==> src/rtl/multicycle_controller.sv <==
// multicycle_controller: control FSM for the multicycle RV32I core with memory-ready
// handshake, illegal-opcode trap and retired-instruction counter.
module multicycle_controller #(
    parameter int RETIRE_W = 32
) (
    input  logic                clk,
    input  logic                reset,
    input  logic [6:0]          op,
    input  logic                zero,
    input  logic                mem_ready,
    output logic [2:0]          immsrc,
    output logic [1:0]          alusrca,
    output logic [1:0]          alusrcb,
    output logic [1:0]          resultsrc,
    output logic [1:0]          aluop,
    output logic                adrsrc,
    output logic                irwrite,
    output logic                pcwrite,
    output logic                regwrite,
    output logic                memwrite,
    output logic                illegal,
    output logic [3:0]          state,
    output logic [RETIRE_W-1:0] retired
);
    typedef enum logic [3:0] {
        FETCH, DECODE, MEMADR, MEMREAD, MEMWB, MEMWRITE, EXECR,
        EXECI, JAL, LUI, ALUWB, BEQ, TRAP
    } state_t;

    state_t              state_q, state_d;
    logic [RETIRE_W-1:0] retired_q;
    logic                pcupdate, branch, retire, fetch_rdy;

    always_ff @(posedge clk or posedge reset) begin
        if (reset) begin
            state_q   <= FETCH;
            retired_q <= '0;
        end else begin
            state_q <= state_d;
            if (retire) retired_q <= retired_q + RETIRE_W'(1);
        end
    end

    always_comb begin
        immsrc = (op == 7'b0100011) ? 3'b001 :
                 (op == 7'b1100011) ? 3'b010 :
                 (op == 7'b1101111) ? 3'b011 :
                 (op == 7'b0110111) ? 3'b100 : 3'b000;
    end

    // Reset gates the fetch handshake so no PC/IR load leaks out while reset is held.
    assign fetch_rdy = mem_ready & ~reset;

    always_comb begin
        state_d   = state_q;
        alusrca   = 2'b00;
        alusrcb   = 2'b00;
        resultsrc = 2'b00;
        aluop     = 2'b00;
        adrsrc    = 1'b0;
        irwrite   = 1'b0;
        pcupdate  = 1'b0;
        branch    = 1'b0;
        regwrite  = 1'b0;
        memwrite  = 1'b0;
        illegal   = 1'b0;
        case (state_q)
            FETCH: begin
                alusrcb   = 2'b10;
                resultsrc = 2'b10;
                irwrite   = fetch_rdy;
                pcupdate  = fetch_rdy;
                state_d   = mem_ready ? DECODE : FETCH;
            end
            DECODE: begin
                alusrca = 2'b01;
                alusrcb = 2'b01;
                state_d = (op == 7'b0000011 || op == 7'b0100011) ? MEMADR :
                          (op == 7'b0110011) ? EXECR :
                          (op == 7'b0010011) ? EXECI :
                          (op == 7'b1101111) ? JAL :
                          (op == 7'b1100011) ? BEQ :
                          (op == 7'b0110111) ? LUI : TRAP;
            end
            MEMADR: begin
                alusrca = 2'b10;
                alusrcb = 2'b01;
                state_d = (op == 7'b0000011) ? MEMREAD : MEMWRITE;
            end
            MEMREAD: begin
                adrsrc  = 1'b1;
                state_d = mem_ready ? MEMWB : MEMREAD;
            end
            MEMWB: begin
                resultsrc = 2'b01;
                regwrite  = 1'b1;
                state_d   = FETCH;
            end
            MEMWRITE: begin
                adrsrc   = 1'b1;
                memwrite = 1'b1;
                state_d  = mem_ready ? FETCH : MEMWRITE;
            end
            EXECR: begin
                alusrca = 2'b10;
                aluop   = 2'b10;
                state_d = ALUWB;
            end
            EXECI: begin
                alusrca = 2'b10;
                alusrcb = 2'b01;
                aluop   = 2'b10;
                state_d = ALUWB;
            end
            JAL: begin
                alusrca  = 2'b01;
                alusrcb  = 2'b10;
                pcupdate = 1'b1;
                state_d  = ALUWB;
            end
            LUI: begin
                alusrca = 2'b11;
                alusrcb = 2'b01;
                state_d = ALUWB;
            end
            ALUWB: begin
                regwrite = 1'b1;
                state_d  = FETCH;
            end
            BEQ: begin
                alusrca = 2'b10;
                aluop   = 2'b01;
                branch  = 1'b1;
                state_d = FETCH;
            end
            TRAP: begin
                illegal = 1'b1;
                state_d = TRAP;
            end
            default: state_d = FETCH;
        endcase
    end

    always_comb begin
        retire = (state_q == MEMWB) || (state_q == ALUWB) || (state_q == BEQ) ||
                 (state_q == MEMWRITE && mem_ready);
    end

    assign pcwrite = pcupdate | (branch & zero);
    assign state   = state_q;
    assign retired = retired_q;
endmodule
==> config.mk <==
export PLATFORM = sky130hd
export DESIGN_NAME = multicycle_controller
export DESIGN_NICKNAME = d
export VERILOG_FILES = /design/src/rtl/multicycle_controller.sv
export SDC_FILE = /design/constraint.sdc
export NUM_CORES = 1
export LEC_CHECK = 0
export ABC_AREA = 1
export BUFFER_PORTS_ARGS = -buffer_cell sky130_fd_sc_hd__buf_2
export CORE_ASPECT_RATIO = 1.5
export CORE_MARGIN = 3
export CORE_UTILIZATION = 30
export CTS_BUF_LIST = sky130_fd_sc_hd__clkbuf_4
export CTS_CLUSTER_SIZE = 20
export DETAILED_ROUTE_END_ITERATION = 7
export PLACE_DENSITY = 0.6
export SYNTH_ARGS = -nofsm -noshare
export SYNTH_HDL_FRONTEND = slang
export SYNTH_SLANG_ARGS = --single-unit
==> constraint.sdc <==
create_clock -name clk -period 1.4 [get_ports clk]
set_input_delay 0.28 -clock clk [delete_from_list [all_inputs] [get_ports clk]]
set_output_delay 0.28 -clock clk [all_outputs]
set_load 0.01 [all_outputs]
# Yosys cells after proc, flatten, opt, wreduce, memory -nomap -nowiden
# Cells that the tools add are included.
[classes]
addsub = 1
mul = 0
n_div = 0
n_lt_le_gt_ge = 0
n_eq_ne = 19
n_shift = 0
mux = 26
bitwise_logic = 4
reduce_logical = 14
[op_table]
columns = ["cell", "count"]
rows = [
  ["$add 32x1->32 const B", 1],
  ["$mux 3", 10],
  ["$pmux 4 s7", 1],
  ["$eq 7x6->1 const B", 3],
  ["$eq 4x4->1 const B", 5],
  ["$eq 4x3->1 const B", 4],
  ["$eq 7x7->1 const B", 2],
  ["$mux 4", 3],
  ["$pmux 2 s2", 3],
  ["$reduce_or 4->1", 3],
  ["$reduce_or 2->1", 5],
  ["$eq 4x2->1 const B", 2],
  ["$eq 7x2->1 const B", 1],
  ["$eq 7x5->1 const B", 1],
  ["$mux 1", 7],
  ["$pmux 2 s3", 1],
  ["$eq 4x1->1 const B", 1],
  ["$logic_not 4->1", 1],
  ["$logic_or 1x1->1", 4],
  ["$and 1x1->1", 2],
  ["$pmux 1 s2", 1],
  ["$logic_and 1x1->1", 1],
  ["$not 1->1", 1],
  ["$or 1x1->1", 1],
]
[word_totals]
register_bits = 36
latchBits = 0
ramBits = 0
mem_bits_ro = 0
out_inout_bits = 53
word_cells = 66
mem_count = 0

# Depth between registers and ports, before layout
[depth]
ltp_word = 8
ltp_mapped = 10

# Worst setup path after synthesis
# No wires, ideal clock.
[synth_timing]
path_type = "register to register"
startpoint = "register retired_q[0] (netlist: retired[0])"
endpoint = "register retired_q[28] (netlist: retired[28])"
t_arrival_ps = 1478
path_slack_ps = -195
path_stages_with_launch = 11
n_path_buf = 0
period_less_slack_ps = 1595
path_cell_list = "dfrtp_1 > ha_1 > inv_1 > nor2_2 > inv_1 > nor2_4 > nand2_1 > nand2_1 > nand2_1 > nand2_1 > nand2_1"
[synth_between]
elab_chain_cells = 1
[synth_rtl]
columns = ["element", "line_no", "rtl"]
rows = [
  ["from (decl)", "31", "logic [RETIRE_W-1:0] retired_q;"],
  ["from (signal assigned)", "40", "if (retire) retired_q <= retired_q + RETIRE_W'(1);"],
  ["$add 32x1->32", "40", ""],
]
# No other way between the ends.
# A chain may end at the register's enable or synchronous reset.

# Worst setup path after layout
[layout_timing]
startpoint = "register state_q[1] (netlist: state[1])"
endpoint = "output pcwrite"
[layout_between]
elab_chain_cells = 4
elab_cells_between_ends = 7
cone_classes = "eq/ne (2); mux (2); bitwise (2); reduce/logical (1)"
[layout_rtl]
columns = ["element", "line_no", "rtl"]
rows = [
  ["from (decl)", "30", "state_t state_q, state_d;"],
  ["from (signal assigned)", "39", "state_q <= state_d;"],
  ["$eq 4x4->1", "67", "case (state_q)"],
  ["$mux 1", "67", ""],
  ["$and 1x1->1", "149", "assign pcwrite = pcupdate | (branch & zero);"],
  ["$or 1x1->1 *", "149", ""],
  ["to (decl)", "18", "output logic pcwrite,"],
]
# Every way passes the cells marked *; elsewhere a longest branch is shown, timed or not.

==> key figures <==
Outcome
  • Status: finished with violations
  • Failing checks: setup timing

Critical path
  • Max Fanout on Critical Path: 5
  • Sequence of cells on the critical path: inv_2, nand2_4, nor2_4, nand2_2, o211ai_1, buf_2
  • Reg2Reg Launch Point: state[0]
  • R2r endpoint: retired[2]
  • Nature of the critical path endpoint: primary output
  • Critical path class: reg2out
  • Reg2Reg Setup Slack: -0.15 ns
  • Slowest CP cell: dfrtp_2
  • R2R cell count: 8
  • CP Launch Type: flop
  • CP peak stage delay: 0.47 ns
  • CP Data Arrival Time: 1.50 ns
  • Worst Setup SP: state[1]
  • Critical Path RT: 1.12 ns

Synth
  • Synth top area share: 0.324
  • Synthesized net count: 441
  • Top FF cell, synth: dfrtp_1
  • Main combinational cell family by area after synthesis: simple AND/OR/NAND/NOR gates
  • Simple-gate area share of the yosys netlist: 0.499
  • XOR/XNOR share of the synthesized area: 0.0374
  • Synth Area in Compound Gates: 0.0383
  • Mapped cell area: 2780 µm²
  • FFs w/ async S/R, synth: 1.00
  • Synth top area cells: dfrtp_1 (32%), nand2_1 (23%), nor2_1 (9.1%)
  • Yosys reg bits: 36
  • Post-synth cell types: 30
  • Adder-cell share of the synthesized area: 0.00451
  • Mux share of post-synthesis cell area: 0
  • Post-synth top area cell: dfrtp_1
  • Warnings, synthesis: 0
  • Post-synth EDFFs: 0
  • Synthesized area per cell: 6.47 µm²
  • Register area share after synthesis: 0.324
  • Post-synthesis cell count: 429

Clock tree
  • Max Root-Sink Buffers: 2
  • Total CTS buffers: 5
  • Clock sinks: 36
  • CTS HTree Levels: 2
  • Clk slew on worst S/H paths: 0.11 ns
  • Root Buffer: clkbuf_4
  • Skew-Pair Late Insertion Delay: 0.36 ns
  • CTS tree: yes

Routing
  • Routed WL: 9760 µm
  • Total number of vias: 3300
  • Final ANT Viol Nets: 0
  • DR vias/cell: 4.77
  • Drt initial violations: about 260
  • DRT Pass-1 Iters: 5
  • Routed len/inst: between 10 and 15 µm
  • DRC: 0

STA
  • Fin Setup TNS: -7.39 ns
  • Final setup viols: 49
  • Worst Tran Pin Value: about 0.31 ns
  • Final Cycle Share: 1.27
  • Final hold slack: 0.280 ns
  • Final hold vios: 0
  • Clock skew: 0.0171 ns
  • Slew Viols, Final: 0
  • Fin crit period: 1.78 ns
  • Fmax: 562 MHz
  • Final WS setup: -0.380 ns
  • RSZ-0062 raised after global routing: true
  • Max_slew headroom: 0.791

Final layout
  • Fin util: 0.484
  • Fin area: 4320 µm²
  • Area growth syn-to-layout: 55.6%
  • Most frequent cells in the layout: nand2_1 (163), buf_4 (61), buf_2 (54)
  • Layout cell share with drive strength beyond 1: 0.408
  • Nets: 592
  • Most common cell after layout, fill and taps aside: nand2_1

Global routing
  • Global-route usage over all layers: 0.180
  • Initial antenna violation count: 0
  • GR Overflow Total: 0
  • Vias in the first global route: 3197
  • Largest net degree at the start of global routing: 37
  • First-pass GRT wire length: 15000 µm

Floorplanning
  • Core Area: between 8000 and 9000 µm²
  • Die X: 84.6 µm
  • # IOs: 64
  • Die height: approximately 120 µm
  • Starting Density: 0.311
  • Cell Rows: 42
  • Die Footprint: 10500 µm²

Place
  • GP Congestion: 0.908
  • Detailed Place HPWL: 6860 µm
  • # port buffers: 63
  • DP Area: approximately 3700 µm²
  • Worst slack, placed: -0.0653 ns

Power
  • Peak supply drop: around 0.24 mV
  • Logic gate share of total power: 0.041
  • Switching share of power: 0.240
  • Leak: 2.16 nW
  • Power per cell area: 394 nW/µm²
  • Register share of total power: 0.610
  • Clock share of power: 0.349
  • NetSw: about 410 µW
  • Int Pwr: approximately 1.3 mW

Run
  • Maximum capacitance violations: 0

Hold path
  • Hold Crit Class: in2reg
  • Endpoint, Worst Hold: state[1]
  • HP Start: op[5]
  • Worst Hold Depth: 4
-- cell families (layout without fill, tap and decap cells) --
kind of cell	Yosys count	in the layout
buffers and inverters	55	207
xor gates and xnor gates	11	11
other	0	1
adders and majority gates	1	1
AOI/OAI and AO/OA	18	18
DFF	36	36
and+or+nand+nor	308	308
-- worst max-delay path: cells and delay by family (launching register included) --
family,cells,cell delay (ns)
flops,1,0.47
simple gates,3,0.29
buf+inv,2,0.25
compound gates,1,0.15
-- area by class of cell --
type                            count  area (µm²)
Multi-Input combinational cell    338        1760
Inverter                           48         190
Clock inverter                      1        3.75
Fill cell                         900        4610
Clock buffer                        7        52.6
Sequential cell                    36         910
Tap cell                          110         138
Antenna cell                        1        2.50
Timing Repair Buffer              151        1260
-- cell usage after synthesis (2+ instances only) --
library cell	n
nor2_4	5
o21ai_0	5
nand3_1	32
nor2_2	3
xor2_1	10
nor2_8	2
o21ai_1	6
buf_6	5
nor2_1	67
nor3_1	3
nand2_2	4
nand3b_1	4
nand2_1	173
dfrtp_1	36
inv_2	4
inv_1	43
nand4_1	5
o211ai_1	3
nand3_2	8
-- registers in the layout, summed over array words and instances (netlist names) --
name,count
retired,32
state,4
-- per-stage QoR --
stage | power, mW | cells
after floorplan | 1.09 | 429
after global placement | 1.12 | 652
after detailed placement | 1.12 | 652
after CTS | 1.72 | 678
after global routing | 1.76 | 691
final | 1.70 | 692
-- worst max path at each step --
stage | to | depth (start not counted) | slack [ns]
2_1_floorplan | pcwrite | 5 | -0.02
3_3_place_gp | retired[2] | 9 | -0.08
3_5_place_dp | retired[17] | 9 | -0.07
4_1_cts | pcwrite | 6 | -0.35
5_1_grt | alusrcb[0] | 6 | -0.45
6_report | pcwrite | 6 | -0.38
-- routing by layer --
layer | track usage | vias to the layer above | wire, µm
met5 | 0 | - | 0
met4 | 0.0683 | 0 | 271
met3 | 0.0265 | 23 | 457
met2 | 0.355 | 106 | 5390
met1 | 0.189 | 1541 | 3640
li1 | - | 1630 | -
-- timing repair --
action	CTS	global route
hold buffers	1	0
setup buffers	13	12
pin swaps	10	13
gates resized for setup	23	51
cloned	4	1
endpoints found under the setup margin	35	61
endpoints found under the hold margin	19	0
-- power groups by stage --
stage	Clock [mW]	Combinational (mW)	Sequential (mW)
3_3_place_gp	0	0.0637	1.06
3_5_place_dp	0	0.0654	1.06
6_report	0.595	0.0691	1.04
2_1_floorplan	0	0.0277	1.06
4_1_cts	0.613	0.0675	1.04
5_1_grt	0.646	0.0789	1.04
(Power assumes the default switching activity.)
